File: config.mk
export PLATFORM = sky130hd
export DESIGN_NAME = sound_cmd_tx
export DESIGN_NICKNAME = d
export VERILOG_FILES = /design/src/rtl/sound_cmd_tx.sv
export SDC_FILE = /design/constraint.sdc
export NUM_CORES = 1
export LEC_CHECK = 0
export ABC_AREA = 1
export BUFFER_PORTS_ARGS = -buffer_cell sky130_fd_sc_hd__buf_2
export CORE_UTILIZATION = 25
export DETAILED_ROUTE_END_ITERATION = 16
export HOLD_SLACK_MARGIN = 0.1
export PLACE_DENSITY = 0.38
export SLEW_MARGIN = 10
export SYNTH_ARGS = -nofsm -noshare
export SYNTH_HDL_FRONTEND = slang
export SYNTH_SLANG_ARGS = --single-unit
export TNS_END_PERCENT = 1
File: constraint.sdc
create_clock -name CLK -period 2.8 [get_ports CLK]
set_input_delay 0.56 -clock CLK [delete_from_list [all_inputs] [get_ports CLK]]
set_output_delay 0.56 -clock CLK [all_outputs]
set_load 0.01 [all_outputs]
File: src/rtl/sound_cmd_tx.sv
// sound_cmd_tx: main-CPU side of the sound-command latch link.
// Queues host command bytes in a FIFO and presents them one at a time on BD_OUT.
// For each byte it drives BUF_FUL low and pulses FIRQ low. The byte is then
// held until the sound CPU's latch read strobe (BIN_N) falls, or until a
// timeout drops it.
// Ports:
//   CLK, RESET_N        clock, synchronous active-low reset
//   CMD_DATA, CMD_WR    host push interface; CMD_RDY high while FIFO not full
//   LEVEL               FIFO occupancy (excludes the byte held in the latch)
//   BD_OUT              latch data to the sound side
//   BUF_FUL, FIRQ       active-low latch-full flag and interrupt
//   BIN_N               asynchronous active-low latch read strobe
//   TIMEOUT_ERR/CLR     sticky dropped-byte flag and its clear
module sound_cmd_tx #(
   parameter int unsigned DEPTH          = 4,
   parameter int unsigned FIRQ_CYCLES    = 8,
   parameter int unsigned GAP_CYCLES     = 2,
   parameter int unsigned TIMEOUT_CYCLES = 65535
) (
   input  logic                         CLK,
   input  logic                         RESET_N,
   input  logic [7:0]                   CMD_DATA,
   input  logic                         CMD_WR,
   output logic                         CMD_RDY,
   output logic [$clog2(DEPTH+1)-1:0]   LEVEL,
   output logic [7:0]                   BD_OUT,
   output logic                         BUF_FUL,
   output logic                         FIRQ,
   input  logic                         BIN_N,
   output logic                         TIMEOUT_ERR,
   input  logic                         TIMEOUT_CLR
);

   localparam int unsigned PTR_W  = $clog2(DEPTH);
   localparam int unsigned CNT_W  = $clog2(DEPTH+1);
   localparam int unsigned FCNT_W = $clog2(FIRQ_CYCLES+1);
   localparam int unsigned GCNT_W = $clog2(GAP_CYCLES+1);
   localparam int unsigned WAIT_W = 16;

   typedef enum logic [1:0] {S_IDLE, S_WAIT_ACK, S_GAP} state_t;

   state_t              r_state, w_state_nxt;
   logic [7:0]          r_mem [DEPTH];
   logic [PTR_W-1:0]    r_wr_ptr, r_rd_ptr;
   logic [CNT_W-1:0]    r_count;
   logic [7:0]          r_bd_out, w_bd_nxt;
   logic                r_buf_ful, w_buf_ful_nxt;
   logic                r_firq, w_firq_nxt;
   logic                r_err, w_err_nxt;
   logic [WAIT_W-1:0]   r_wait_cnt, w_wait_nxt;
   logic [FCNT_W-1:0]   r_firq_cnt, w_fcnt_nxt;
   logic [GCNT_W-1:0]   r_gap_cnt, w_gcnt_nxt;
   logic                r_bin_s1, r_bin_s2, r_bin_prev;
   logic                w_ack, w_timeout, w_push, w_pop;

   // ACK is a falling edge on the synchronized strobe; a level held low never re-ACKs
   assign w_ack     = r_bin_prev & ~r_bin_s2;
   assign w_timeout = (TIMEOUT_CYCLES != 0) &&
                      (r_wait_cnt == WAIT_W'(TIMEOUT_CYCLES - 1));
   assign w_push    = CMD_WR & CMD_RDY;

   assign CMD_RDY     = (r_count < CNT_W'(DEPTH));
   assign LEVEL       = r_count;
   assign BD_OUT      = r_bd_out;
   assign BUF_FUL     = r_buf_ful;
   assign FIRQ        = r_firq;
   assign TIMEOUT_ERR = r_err;

   // Next-state and next-output logic for the latch handshake
   always_comb begin
      w_state_nxt   = r_state;
      w_bd_nxt      = r_bd_out;
      w_buf_ful_nxt = r_buf_ful;
      w_firq_nxt    = r_firq;
      w_err_nxt     = TIMEOUT_CLR ? 1'b0 : r_err;
      w_wait_nxt    = r_wait_cnt;
      w_fcnt_nxt    = r_firq_cnt;
      w_gcnt_nxt    = r_gap_cnt;
      w_pop         = 1'b0;
      case (r_state)
         S_IDLE: begin
            if (r_count != '0) begin
               w_pop         = 1'b1;
               w_bd_nxt      = r_mem[r_rd_ptr];
               w_buf_ful_nxt = 1'b0;
               w_firq_nxt    = 1'b0;
               w_wait_nxt    = '0;
               w_fcnt_nxt    = '0;
               w_state_nxt   = S_WAIT_ACK;
            end
         end
         S_WAIT_ACK: begin
            if (w_ack || w_timeout) begin
               // ACK has priority: a simultaneous timeout does not flag an error
               w_buf_ful_nxt = 1'b1;
               w_firq_nxt    = 1'b1;
               w_gcnt_nxt    = '0;
               w_state_nxt   = S_GAP;
               if (!w_ack) w_err_nxt = 1'b1;
            end else begin
               if (r_wait_cnt != {WAIT_W{1'b1}}) w_wait_nxt = r_wait_cnt + WAIT_W'(1);
               if (!r_firq) begin
                  if (r_firq_cnt == FCNT_W'(FIRQ_CYCLES - 1)) w_firq_nxt = 1'b1;
                  else                                        w_fcnt_nxt = r_firq_cnt + FCNT_W'(1);
               end
            end
         end
         S_GAP: begin
            if (r_gap_cnt == GCNT_W'(GAP_CYCLES - 1)) w_state_nxt = S_IDLE;
            else                                      w_gcnt_nxt  = r_gap_cnt + GCNT_W'(1);
         end
         default: w_state_nxt = S_IDLE;
      endcase
   end

   // State, FIFO, synchronizer and output registers
   always_ff @(posedge CLK) begin
      if (!RESET_N) begin
         r_state    <= S_IDLE;
         r_wr_ptr   <= '0;
         r_rd_ptr   <= '0;
         r_count    <= '0;
         r_bd_out   <= 8'h00;
         r_buf_ful  <= 1'b1;
         r_firq     <= 1'b1;
         r_err      <= 1'b0;
         r_wait_cnt <= '0;
         r_firq_cnt <= '0;
         r_gap_cnt  <= '0;
         r_bin_s1   <= 1'b1;
         r_bin_s2   <= 1'b1;
         r_bin_prev <= 1'b1;
         for (int i = 0; i < int'(DEPTH); i++) r_mem[i] <= 8'h00;
      end else begin
         r_state    <= w_state_nxt;
         r_bd_out   <= w_bd_nxt;
         r_buf_ful  <= w_buf_ful_nxt;
         r_firq     <= w_firq_nxt;
         r_err      <= w_err_nxt;
         r_wait_cnt <= w_wait_nxt;
         r_firq_cnt <= w_fcnt_nxt;
         r_gap_cnt  <= w_gcnt_nxt;
         r_bin_s1   <= BIN_N;
         r_bin_s2   <= r_bin_s1;
         r_bin_prev <= r_bin_s2;
         if (w_push) begin
            r_mem[r_wr_ptr] <= CMD_DATA;
            r_wr_ptr        <= r_wr_ptr + PTR_W'(1);
         end
         if (w_pop) r_rd_ptr <= r_rd_ptr + PTR_W'(1);
         case ({w_push, w_pop})
            2'b10:   r_count <= r_count + CNT_W'(1);
            2'b01:   r_count <= r_count - CNT_W'(1);
            default: r_count <= r_count;
         endcase
      end
   end

endmodule
==> flow_summary.ini <==
[run_status]
status = completed

[placed_design]
gp_congestion = 0.747
numPortBuffers = 27
place_inst = 682
hpwl_um = 6560
post-place-ws_ns = 0.570

[grt]
grt_pass1_wl_um = 15600
met2_usage_pct = 21.3
track_usage_pct = 13.0
gr-max-usage-layer = met2
grt_antenna_before_repair = 0
use_met3_pct = 4.01
grt_overflow = 0
grt_start_max_net_pins = 33
first_global_vias = 3032
use_met1_pct = 16.0

[critical_path]
start_kind = register
critical-path-max-stage-delay_ns = 0.37
rr_startpoint = LEVEL[0]
critPathTopFamily = adder cells
crit_end = LEVEL[2]
r2r_cells = 11
crit_fanout = 19
crit_slowest_cell = fa_1
crit_chain = inv_1 > nand3_1 > nand2_1 > inv_2 > ha_1 > inv_1 > fa_1 > a21oi_1 > o21ai_0 > o21ai_0 > a21oi_1
cp.arrival_ns = 2.45
cp.depth = 11
reg2reg_to = LEVEL[2]
path_buf_inv = 3
critPathRequiredTime_ns = 3.03
cp-end-kind = register
rrSetupSlack_ns = 0.58
startpoint = LEVEL[0]
critPathKind = register to register

[finish]
fin_cells = 698
layout-drive-gt1-share_pct = 12.8
layout_commonest_cell = nor2_1
nets = 528
diodes = 0
final_cell_mix = nor2_1, nand2_1, inv_1
area_growth_syn_to_layout_pct = 15.7
nFillCells = 1582

[route]
drc = 0
ant_nets = 0
vias = 3080
drt_iter0_drc = 141
dr.pass1.iters = 4
wl_per_cell_um = 13.3
vias_per_cell = 4.41
wl_um = 9310

[clocking]
cts-root-buf = clkbuf_16
h-tree-depth = 3
clock_sinks = 77
cts.repair.resized = 0
insertion_delay_ns = 0.34
cts_setup_buffers = 0
clk_pin_slew_ns = 0.07
cts_buffer_depth = 2
cts_tree = done
ctsHoldBuffers = 0
cts_buffers = 9

[logic_synthesis]
synth_cell_types = 32
syn_inst = 479
synth_top_flop_cell = dfxtp_1
ys_seq_area_share_pct = 49.8
synth_area_um2 = 3730
yosysWarnings = 0
avgSynthCellArea_um2 = 7.80
async_flop_share_pct = 0
synth_edf_count = 32
syn_nets = 498
synth_seq_cells = 77

[sta]
max_slew.worst_pin.slew_ns = 0.467
finalHoldViolCount = 0
period_needed_ns = 2.22
slew_headroom_pct = 68.8
tns_ns = 0
worst_hold_slack_ns = 0.409
report.final.slew_viol_count = 0
setup_viol = 0
fin_crit_sh_pct = 79.2
clock.fmax_mhz = 451
setup_ws_ns = 0.583
finClkSkew_ns = 0.00741
rsz0062_at_grt = no

[die]
io_pins = 28
coreArea_um2 = 14500
rows = 44
initial_core_util_pct = 25.7
die-area_um2 = 15400
die_h_um = 124
die_x_um = 124

[run]
cap_viol_max_count = 0

[pwr]
vdd_drop_max_uv = 405
powerDensity_nw_per_um2 = 952
total_leakage_power_uw = 0.00173
total_power_uw = 4110

[hold_path]
hold_path_class = input pin to register
==> logic make-up after synthesis <==
logic type	count (synthesis)	share of synthesized area (%)
DFF	77	49.8
buffers and inverters	68	8.51
adders and majority gates	6	2.21
AOI/OAI and AO/OA	79	11.3
and+or+nand+nor	248	27.9
xor gates and xnor gates	1	0.235
==> per-stage QoR <==
step                utilization, %  cell area, um^2
finish                        29.7             4320
floorplan                        -             3730
global route                  29.7             4320
CTS                           29.7             4320
global placement              27.8             4040
detailed placement            27.8             4040
==> worst reg2reg max path: stages, from the launching register on <==
cell	delay [ns]
dfxtp_1	0.36
inv_1	0.09
nand3_1	0.08
nand2_1	0.17
inv_2	0.29
ha_1	0.20
inv_1	0.06
fa_1	0.37
a21oi_1	0.15
o21ai_0	0.12
o21ai_0	0.15
a21oi_1	0.05
==> synthesized netlist by cell type (2+ instances only) <==
| cell type | count | share of area (%) |
|---|---|---|
| nor2_1 | 111 | 11 |
| nand2_1 | 76 | 7.6 |
| inv_1 | 49 | 4.9 |
| o21ai_0 | 46 | 6.2 |
| dfxtp_1 | 45 | 24 |
| nand3_1 | 35 | 4.7 |
| edfxtp_1 | 32 | 26 |
| a21oi_1 | 20 | 2.7 |
| nor3_1 | 11 | 1.5 |
| a31oi_1 | 8 | 1.3 |
| clkbuf_1 | 8 | 0.80 |
| ha_1 | 5 | 1.7 |
| nand2_2 | 4 | 0.67 |
| or2_2 | 4 | 0.67 |
| buf_2 | 2 | 0.27 |
| buf_6 | 2 | 0.60 |
| clkbuf_8 | 2 | 0.74 |
| clkinv_1 | 2 | 0.20 |
| nand2_4 | 2 | 0.60 |
| o21ai_2 | 2 | 0.47 |
| o21bai_1 | 2 | 0.40 |
==> report_power, final <==
part           leakage (uW)  total (uW)  internal (uW)  switching [uW]
Clock              0.000134        1110            612             502
Sequential         0.000701        1520           1390             127
Combinational      0.000895        1480            448            1030
Total               0.00173        4110           2450            1660
==> area by class of cell <==
cell class,instances,area [um^2],area share (%)
Sequential cell,77,1860,43.1
Multi-Input combinational cell,334,1560,36.0
Tap cell,184,230,5.33
Clock buffer,9,225,5.21
Timing Repair Buffer,35,195,4.52
Inverter,52,195,4.52
Clock inverter,7,57.6,1.33
==> metal layers <==
layer  routed length, um  up-vias
met5                   0        -
met4                 118        0
met3                 364        8
met2                4420       47
met1                4400     1401
li1                    -     1624
==> sequential cells by signal (all words and copies together) (netlist names), 2 cells and up <==
| name | flops |
|---|---|
| BD_OUT | 8 |
| r_firq_cnt | 4 |
| r_mem | 32 |
| LEVEL | 3 |
| r_state | 2 |
| r_gap_cnt | 2 |
| r_rd_ptr | 2 |
| r_wait_cnt | 16 |
| r_wr_ptr | 2 |
==> worst min-delay path by stage <==
stage | start | to | cells after the start
after global routing | BIN_N | r_bin_s1 | 2
after CTS | BIN_N | r_bin_s1 | 2
after global placement | r_bin_s1 | r_bin_s2 | 1
final | BIN_N | r_bin_s1 | 2
after floorplan | r_bin_s1 | r_bin_s2 | 1
after detailed placement | r_bin_s1 | r_bin_s2 | 1
No activity file was read; power rests on OpenSTA's default activity.
